[src/rtl/mem_arbiter.sv]
// rtl/mem_arbiter.sv - round-robin memory arbiter for PROC_COUNT processors
//
// Purpose: grants one processor at a time access to a single memory port.
// Writes take a GRANT cycle and return to IDLE; reads go through RD_WAIT
// until the memory returns data, then pulse o_valid for the winner.
//
// Optional feature macro: ARB_TIMEOUT_EN -- when defined, a read that sees
// no i_mem_rvalid for 255 RD_WAIT cycles completes with o_data=0 and o_err=1.
//
// Ports:
//   i_clk, i_rst                 clock, synchronous active-high reset
//   i_req_rd, i_req_wr           per-processor read / write requests
//   i_addr, i_data, i_wr_size    per-processor address, write data, size
//   o_grant_rd, o_grant_wr       one-hot grants (single-cycle)
//   o_valid, o_data              one-hot read valid, broadcast read data
//   o_mem_en/we/addr/wdata/size  memory command
//   i_mem_rdata, i_mem_rvalid    memory read return
//   o_busy, o_err                not-idle indicator, read timeout error

package mem_arbiter_pkg;
    typedef logic [15:0] addr_t;
endpackage

`ifndef PROC_COUNT
`define PROC_COUNT 4
`endif
`ifndef BUS_W
`define BUS_W 32
`endif

module mem_arbiter #(
    parameter int PROC_COUNT = `PROC_COUNT,
    parameter int BUS_W      = `BUS_W,
    parameter int ADDR_W     = $bits(mem_arbiter_pkg::addr_t)
) (
    input  logic                              i_clk,
    input  logic                              i_rst,
    input  logic [PROC_COUNT-1:0]             i_req_rd,
    input  logic [PROC_COUNT-1:0]             i_req_wr,
    input  logic [PROC_COUNT-1:0][ADDR_W-1:0] i_addr,
    input  logic [PROC_COUNT-1:0][BUS_W-1:0]  i_data,
    input  logic [PROC_COUNT-1:0][2:0]        i_wr_size,
    output logic [PROC_COUNT-1:0]             o_grant_rd,
    output logic [PROC_COUNT-1:0]             o_grant_wr,
    output logic [PROC_COUNT-1:0]             o_valid,
    output logic [BUS_W-1:0]                  o_data,
    output logic                              o_mem_en,
    output logic                              o_mem_we,
    output logic [ADDR_W-1:0]                 o_mem_addr,
    output logic [BUS_W-1:0]                  o_mem_wdata,
    output logic [2:0]                        o_mem_size,
    input  logic [BUS_W-1:0]                  i_mem_rdata,
    input  logic                              i_mem_rvalid,
    output logic                              o_busy,
    output logic                              o_err
);

    localparam int IDX_W = (PROC_COUNT > 1) ? $clog2(PROC_COUNT) : 1;

    typedef enum logic [1:0] {
        IDLE    = 2'd0,
        GRANT   = 2'd1,
        RD_WAIT = 2'd2,
        RD_RESP = 2'd3
    } state_t;

    state_t             state;
    state_t             state_nx;
    logic [IDX_W-1:0]   rr_ptr;
    logic [IDX_W-1:0]   idx;
    logic               is_wr;
    logic [IDX_W-1:0]   win_idx;
    logic               win_found;
    logic [IDX_W-1:0]   rr_ptr_nx;
    logic [PROC_COUNT-1:0] req_any;
    logic [BUS_W-1:0]   data_q;
    logic               timeout;
    int                 cand;

`ifdef ARB_TIMEOUT_EN
    logic [7:0]         to_cnt;
    logic               err_q;
`endif

    assign req_any = i_req_rd | i_req_wr;

    // Round-robin search: first requester at or above rr_ptr, wrapping.
    always_comb begin
        win_idx   = '0;
        win_found = 1'b0;
        cand      = 0;
        for (int i = 0; i < PROC_COUNT; i++) begin
            cand = int'(rr_ptr) + i;
            if (cand >= PROC_COUNT) begin
                cand = cand - PROC_COUNT;
            end
            if (!win_found && req_any[IDX_W'(cand)]) begin
                win_found = 1'b1;
                win_idx   = IDX_W'(cand);
            end
        end
    end

    always_comb begin
        if (win_idx == IDX_W'(PROC_COUNT - 1)) begin
            rr_ptr_nx = '0;
        end else begin
            rr_ptr_nx = win_idx + 1'b1;
        end
    end

`ifdef ARB_TIMEOUT_EN
    // Counter value 254 marks the 255th RD_WAIT cycle.
    assign timeout = (to_cnt == 8'd254) && !i_mem_rvalid;
`else
    assign timeout = 1'b0;
`endif

    always_ff @(posedge i_clk) begin
        if (i_rst) begin
            state  <= IDLE;
            rr_ptr <= '0;
            idx    <= '0;
            is_wr  <= 1'b0;
            data_q <= '0;
`ifdef ARB_TIMEOUT_EN
            to_cnt <= 8'd0;
            err_q  <= 1'b0;
`endif
        end else begin
            state <= state_nx;
            if (state == IDLE && win_found) begin
                idx    <= win_idx;
                // A processor asserting both requests is served as a write;
                // its read stays pending for a later arbitration.
                is_wr  <= i_req_wr[win_idx];
                rr_ptr <= rr_ptr_nx;
            end
            if (state == RD_WAIT) begin
                if (i_mem_rvalid) begin
                    data_q <= i_mem_rdata;
                end else if (timeout) begin
                    data_q <= '0;
                end
            end
`ifdef ARB_TIMEOUT_EN
            if (state == GRANT) begin
                to_cnt <= 8'd0;
                err_q  <= 1'b0;
            end else if (state == RD_WAIT) begin
                to_cnt <= to_cnt + 8'd1;
                if (timeout) begin
                    err_q <= 1'b1;
                end
            end
`endif
        end
    end

    always_comb begin
        state_nx = state;
        case (state)
            IDLE:    if (win_found) state_nx = GRANT;
            GRANT:   state_nx = is_wr ? IDLE : RD_WAIT;
            RD_WAIT: if (i_mem_rvalid || timeout) state_nx = RD_RESP;
            RD_RESP: state_nx = IDLE;
            default: state_nx = IDLE;
        endcase
    end

    always_comb begin
        o_grant_rd  = '0;
        o_grant_wr  = '0;
        o_valid     = '0;
        o_mem_en    = 1'b0;
        o_mem_we    = 1'b0;
        o_mem_addr  = '0;
        o_mem_wdata = '0;
        o_mem_size  = '0;
        if (state == GRANT) begin
            o_mem_en    = 1'b1;
            o_mem_we    = is_wr;
            o_mem_addr  = i_addr[idx];
            o_mem_wdata = i_data[idx];
            o_mem_size  = i_wr_size[idx];
            if (is_wr) begin
                o_grant_wr[idx] = 1'b1;
            end else begin
                o_grant_rd[idx] = 1'b1;
            end
        end
        if (state == RD_RESP) begin
            o_valid[idx] = 1'b1;
        end
    end

    assign o_data = data_q;
    assign o_busy = (state != IDLE);

`ifdef ARB_TIMEOUT_EN
    assign o_err = (state == RD_RESP) && err_q;
`else
    assign o_err = 1'b0;
`endif

endmodule

[config.mk]
export PLATFORM = sky130hd
export DESIGN_NAME = mem_arbiter
export DESIGN_NICKNAME = d
export VERILOG_FILES = /design/src/rtl/mem_arbiter.sv
export SDC_FILE = /design/constraint.sdc
export NUM_CORES = 1
export LEC_CHECK = 0
export ABC_AREA = 1
export CORE_AREA = 2 2 132 134
export CTS_CLUSTER_SIZE = 25
export DETAILED_ROUTE_END_ITERATION = 16
export DIE_AREA = 0 0 134 136
export SLEW_MARGIN = 30
export SYNTH_ARGS = -nofsm -noshare
export SYNTH_HDL_FRONTEND = slang
export SYNTH_SLANG_ARGS = --single-unit
[constraint.sdc]
create_clock -name i_clk -period 5 [get_ports i_clk]
set_clock_uncertainty 0.2 [all_clocks]
set_input_delay 0.75 -clock i_clk [delete_from_list [all_inputs] [get_ports i_clk]]
set_output_delay 0.75 -clock i_clk [all_outputs]
set_load 0.005 [all_outputs]
Word-level counts from Yosys, hierarchy flattened
Cells that the tools add are included.
{"block": "op_classes", "n_addsub": 8, "n_lt_le_gt_ge": 11, "eq_ne": 6, "mux": 49, "bitwise": 1, "n_reduce_logical": 12}
{"op": "binary-select mux 32 bit (select 2 bit)", "n": 1}
{"op": "2-to-1 mux 32 bit", "n": 2}
{"op": "binary-select mux 16 bit (select 2 bit)", "n": 1}
{"op": "2-to-1 mux 16 bit", "n": 2}
{"op": "2-to-1 mux 2 bit", "n": 12}
{"op": "2-to-1 mux 4 bit", "n": 5}
{"op": "less-than comparator 2 x 4 -> 1 bit (second input constant)", "n": 4}
{"op": "2-to-1 mux 1 bit", "n": 16}
{"op": "binary-select mux 1 bit (select 2 bit)", "n": 5}
{"op": ">= comparator 3 bit (second input constant)", "n": 3}
{"op": "case mux 2 bit (4 select lines)", "n": 1}
{"op": "subtractor 2 x 1 -> 2 bit (second input constant)", "n": 4}
{"op": "adder 2 x 2 -> 3 bit (second input constant)", "n": 2}
{"op": "binary-select mux 3 bit (select 2 bit)", "n": 1}
{"op": "equality test 2 bit (second input constant)", "n": 3}
{"op": "less-than comparator 2 x 3 -> 1 bit (second input constant)", "n": 2}
{"op": "2-to-1 mux 3 bit", "n": 2}
{"op": "logical AND 1 bit", "n": 5}
{"op": "!= test 2 bit (second input constant)", "n": 2}
{"op": "bitwise OR 4 bit", "n": 1}
{"op": "AND reduction 2 bit", "n": 2}
{"op": "adder 2 x 1 -> 3 bit (second input constant)", "n": 1}
{"op": ">= comparator 2 x 3 -> 1 bit (second input constant)", "n": 1}
{"op": "zero test 1 bit", "n": 3}
{"op": "6 further kinds", "n": 6}
{"block": "totals", "register_bits": 39, "out_inout_bits": 99}

Depth between registers and ports, before layout
{"block": "depth", "depth_word": 17, "ltp_mapped": 15, "ltp_nobuf": 14}

Least setup slack after synthesis
No wires, ideal clock.
{"block": "synth_path", "path_kind": "reg-to-output", "start": "register idx[0]", "end": "output o_mem_addr[0]", "arrival_ns": 1.279, "t_required_ns": 4.050, "slack_ns": 2.771, "path_stages_with_launch": 6, "cell_sequence": "dfxtp_1 buf_2 nor2_1 clkbuf_1 a22oi_1 a31oi_1"}
{"block": "synth_between", "elab_chain_len": 3}
{"element": "start: declaration", "line": "70", "source": "logic [IDX_W-1:0] idx;"}
{"element": "start signal: assignment", "line": "133", "source": "idx <= win_idx;"}
{"element": "binary-select mux 16 bit (select 2 bit)", "line": "183", "source": "o_mem_addr = i_addr[idx];"}
{"element": "2-to-1 mux 16 bit (implied by the code)", "line": "183"}
{"element": "2-to-1 mux 16 bit", "line": "180", "source": "if (state == GRANT) begin"}
{"element": "end: declaration", "line": "49", "source": "output logic [ADDR_W-1:0] o_mem_addr,"}
Every way passes these cells. The select of a mux whose other input is x is not followed.

Worst setup path after layout
{"block": "layout_path", "start": "register idx[0]", "end": "output o_mem_wdata[13]"}
{"block": "layout_between", "elab_chain_len": 3}
{"element": "binary-select mux 32 bit (select 2 bit)", "line": "184", "source": "o_mem_wdata = i_data[idx];"}
{"element": "2-to-1 mux 32 bit (implied by the code)", "line": "184"}
{"element": "2-to-1 mux 32 bit", "line": "180"}
{"element": "end: declaration", "line": "50", "source": "output logic [BUS_W-1:0] o_mem_wdata,"}
Every way passes these cells. The select of a mux whose other input is x is not followed.

==> run metrics <==
post-synth top area share 0.2430; met2 usage 0.3197; dpl hpwl between 10 and 15 mm; setup TNS 0 ps; LEAKAGE 2.361 nW; Period minus WS final between 3000 and 4000 ps; Starting DRT DRC Count 280; RSZ-0062 raised after global routing no; sequential share of the synthesized area 0.2430; CTS tree built; Hold Startpoint o_data[24]; Inserted Clock Buffers 5; CP arrival between 2000 and 3000 ps; post-CTS setup buffer count 0; reg2reg end rr_ptr[1]; GPL Wtd Cong 0.7917; crit path from idx[0]; Period Utilization, post-route 0.7644; CTS Hold Bufs 0; DIE WIDTH 134 µm; effective utilization at floorplan 0.1904; Slew @ Worst Pin 870.7 ps; Syn Inst Count between 500 and 600; most common cell in the synthesized netlist nand3_1; DR pass1 iterations 8; Post-synth EDFFs 0; met3 usage in global routing 0.05369; CP Max Fanout 39; area leader, netlist dfxtp_1; HP Class flip-flop to flip-flop; first-pass GRT wire length roughly 27 mm; largest net degree at the start of global routing approximately 80; DRC 0; synthesis-to-finish area growth 116.2%; Hold Path End o_data[24]; Inserted Diodes 0; dpl cells between 1000 and 1500; Post-synth ARST share 0; fin. max-slew vios 0; Die Span Y approximately 140 µm; # setup viols final 0; Vias 4992; layout cells sized above 1 0.04750; Fill cells 1749; initial antenna violation count 0; peak supply drop approximately 0.0002 V; CP Launch Type flip-flop; global-route usage over all layers 0.1886; relative slew slack 0.4189; #FFs+latches synth 39; Worst Path Required about 4000 ps; wire per inst 18.19 µm; # IOs about 350; worst hold path depth 2; WL final 19.03 mm; non-filler cells, final 1046; Synth cell types 25; area of the mapped netlist about 0.0032 mm²; worst reg2reg startpoint rr_ptr[0]; Fin. Hold Viols 0; R2R Setup Slk around 3000 ps; final antenna-violating net count 0; top cells by area in the synthesized netlist dfxtp_1 (24%), nand3_1 (17%), a22oi_1 (12%); FF-to-FF path depth 11; Clk pin slew, worst setup/hold paths around 60 ps; sinks on the clock net 39; Setup crit end kind output port; grt peak-use layer met2; post-CTS sizing 0; Post-synth top flop dfxtp_1; Setup Crit Path Kind flip-flop to output port; synth cell count leaders nand3_1 (111), a31oi_1 (52), a22oi_1 (51), inv_1 (46), dfxtp_1 (39); gr ovfl total 0; syn_area_per_cell approximately 6.3 µm²; number of global-route vias before repair about 4700; latest clock arrival within the worst-skew pair between 200 and 300 ps; core area about 0.017 mm²; clk root buf clkbuf_16; Ys Warns 0; vias per inst approximately 4.8; Max-Cap Viols 0; nets between 1000 and 1500; Syn Nets between 700 and 800; DIE AREA roughly 0.018 mm²; PortBufs between 300 and 400; # rows 48; Longest Clk Path Bufs 2; f_max about 260 MHz; status finished, final reports clean; Pwr per Cell Area approximately 340 mW/mm²; H-tree depth 2; GR Util met1 0.2405
## worst max path at each step
stage                       to  slack, ps  cells after the start
2_1_floorplan    o_mem_addr[0]       2770                      5
6_report       o_mem_wdata[13]       1180                      6
3_5_place_dp   o_mem_wdata[30]       1500                      6
3_3_place_gp   o_mem_wdata[30]       1540                      6
4_1_cts        o_mem_wdata[30]       1200                      6
5_1_grt         o_mem_wdata[1]       1030                      6
## report_power, final
| group | total (mW) | internal (mW) | leakage (nW) | switching (mW) |
|---|---|---|---|---|
| registers | 0.464 | 0.366 | 0.319 | 0.0989 |
| clock network | 0.316 | 0.184 | 0.0669 | 0.132 |
| logic | 1.57 | 0.738 | 1.98 | 0.837 |
## cells by family after synthesis
group | Yosys count | synth area share
AO/OA/AOI/OAI | 177 | 0.3364
buffers and inverters | 100 | 0.1266
flip-flops | 39 | 0.2430
other | 1 | 0.001167
AND/OR/NAND/NOR | 195 | 0.2928
## cells in the final DEF (no fill, tap or decap), drive strengths merged, types with 2 or more instances in the layout
cell type | synthesis | routed
nand2 | 46 | 46
nor2 | 33 | 33
o21ai | 35 | 35
a21oi | 38 | 38
a22oi | 51 | 51
clkinv | 1 | 2
dfxtp | 39 | 39
nand3 | 115 | 115
inv | 49 | 49
a31oi | 52 | 52
clkbuf | 35 | 6
buf | 15 | 7
clkdlybuf4s50 | 0 | 344
## metrics by stage
stage / utilization / hold WS [ps] / instance area (µm²) / total power, mW / setup WS (ps)
5_1_grt: 0.4116 / 265.9 / 6945 / 2.514 / 1025
4_1_cts: 0.4116 / 244.6 / 6945 / 2.369 / 1201
3_3_place_gp: 0.4032 / 231.1 / 6804 / 2.038 / 1542
3_5_place_dp: 0.4032 / 237.3 / 6804 / 2.042 / 1504
2_1_floorplan: - / 239.7 / 3213 / 1.261 / 2771
6_report: 0.4116 / 242.0 / 6945 / 2.355 / 1178
## layer usage
metal	up-vias	part of all wire
met3	9	0.095
met5	-	0
met1	2276	0.42
met4	0	0.0088
li1	2452	-
met2	255	0.48
## sequential cells by signal, indices dropped and copies added (netlist names), named ones only
register and count:
rr_ptr 2, is_wr 1, idx 2, state 1, o_data 32
## worst max-delay path: stages, from the launching register on
cell and delay, ps:
dfxtp_2 720, inv_2 110, nor2_4 330, buf_4 490
a22oi_1 130, a31oi_1 180, clkdlybuf4s50_1 560
## final cells by class
type                       count  area (µm²)  share of cell area
timing repair buffer         351        3496              0.5033
multi-input combinational    373        2046              0.2945
sequential                    39       785.8              0.1131
tap                          225       281.5             0.04053
inverter                      50       195.2             0.02810
clock buffer                   6       128.9             0.01856
clock inverter                 2       12.51            0.001801
Power figures use the tool's default switching activity.
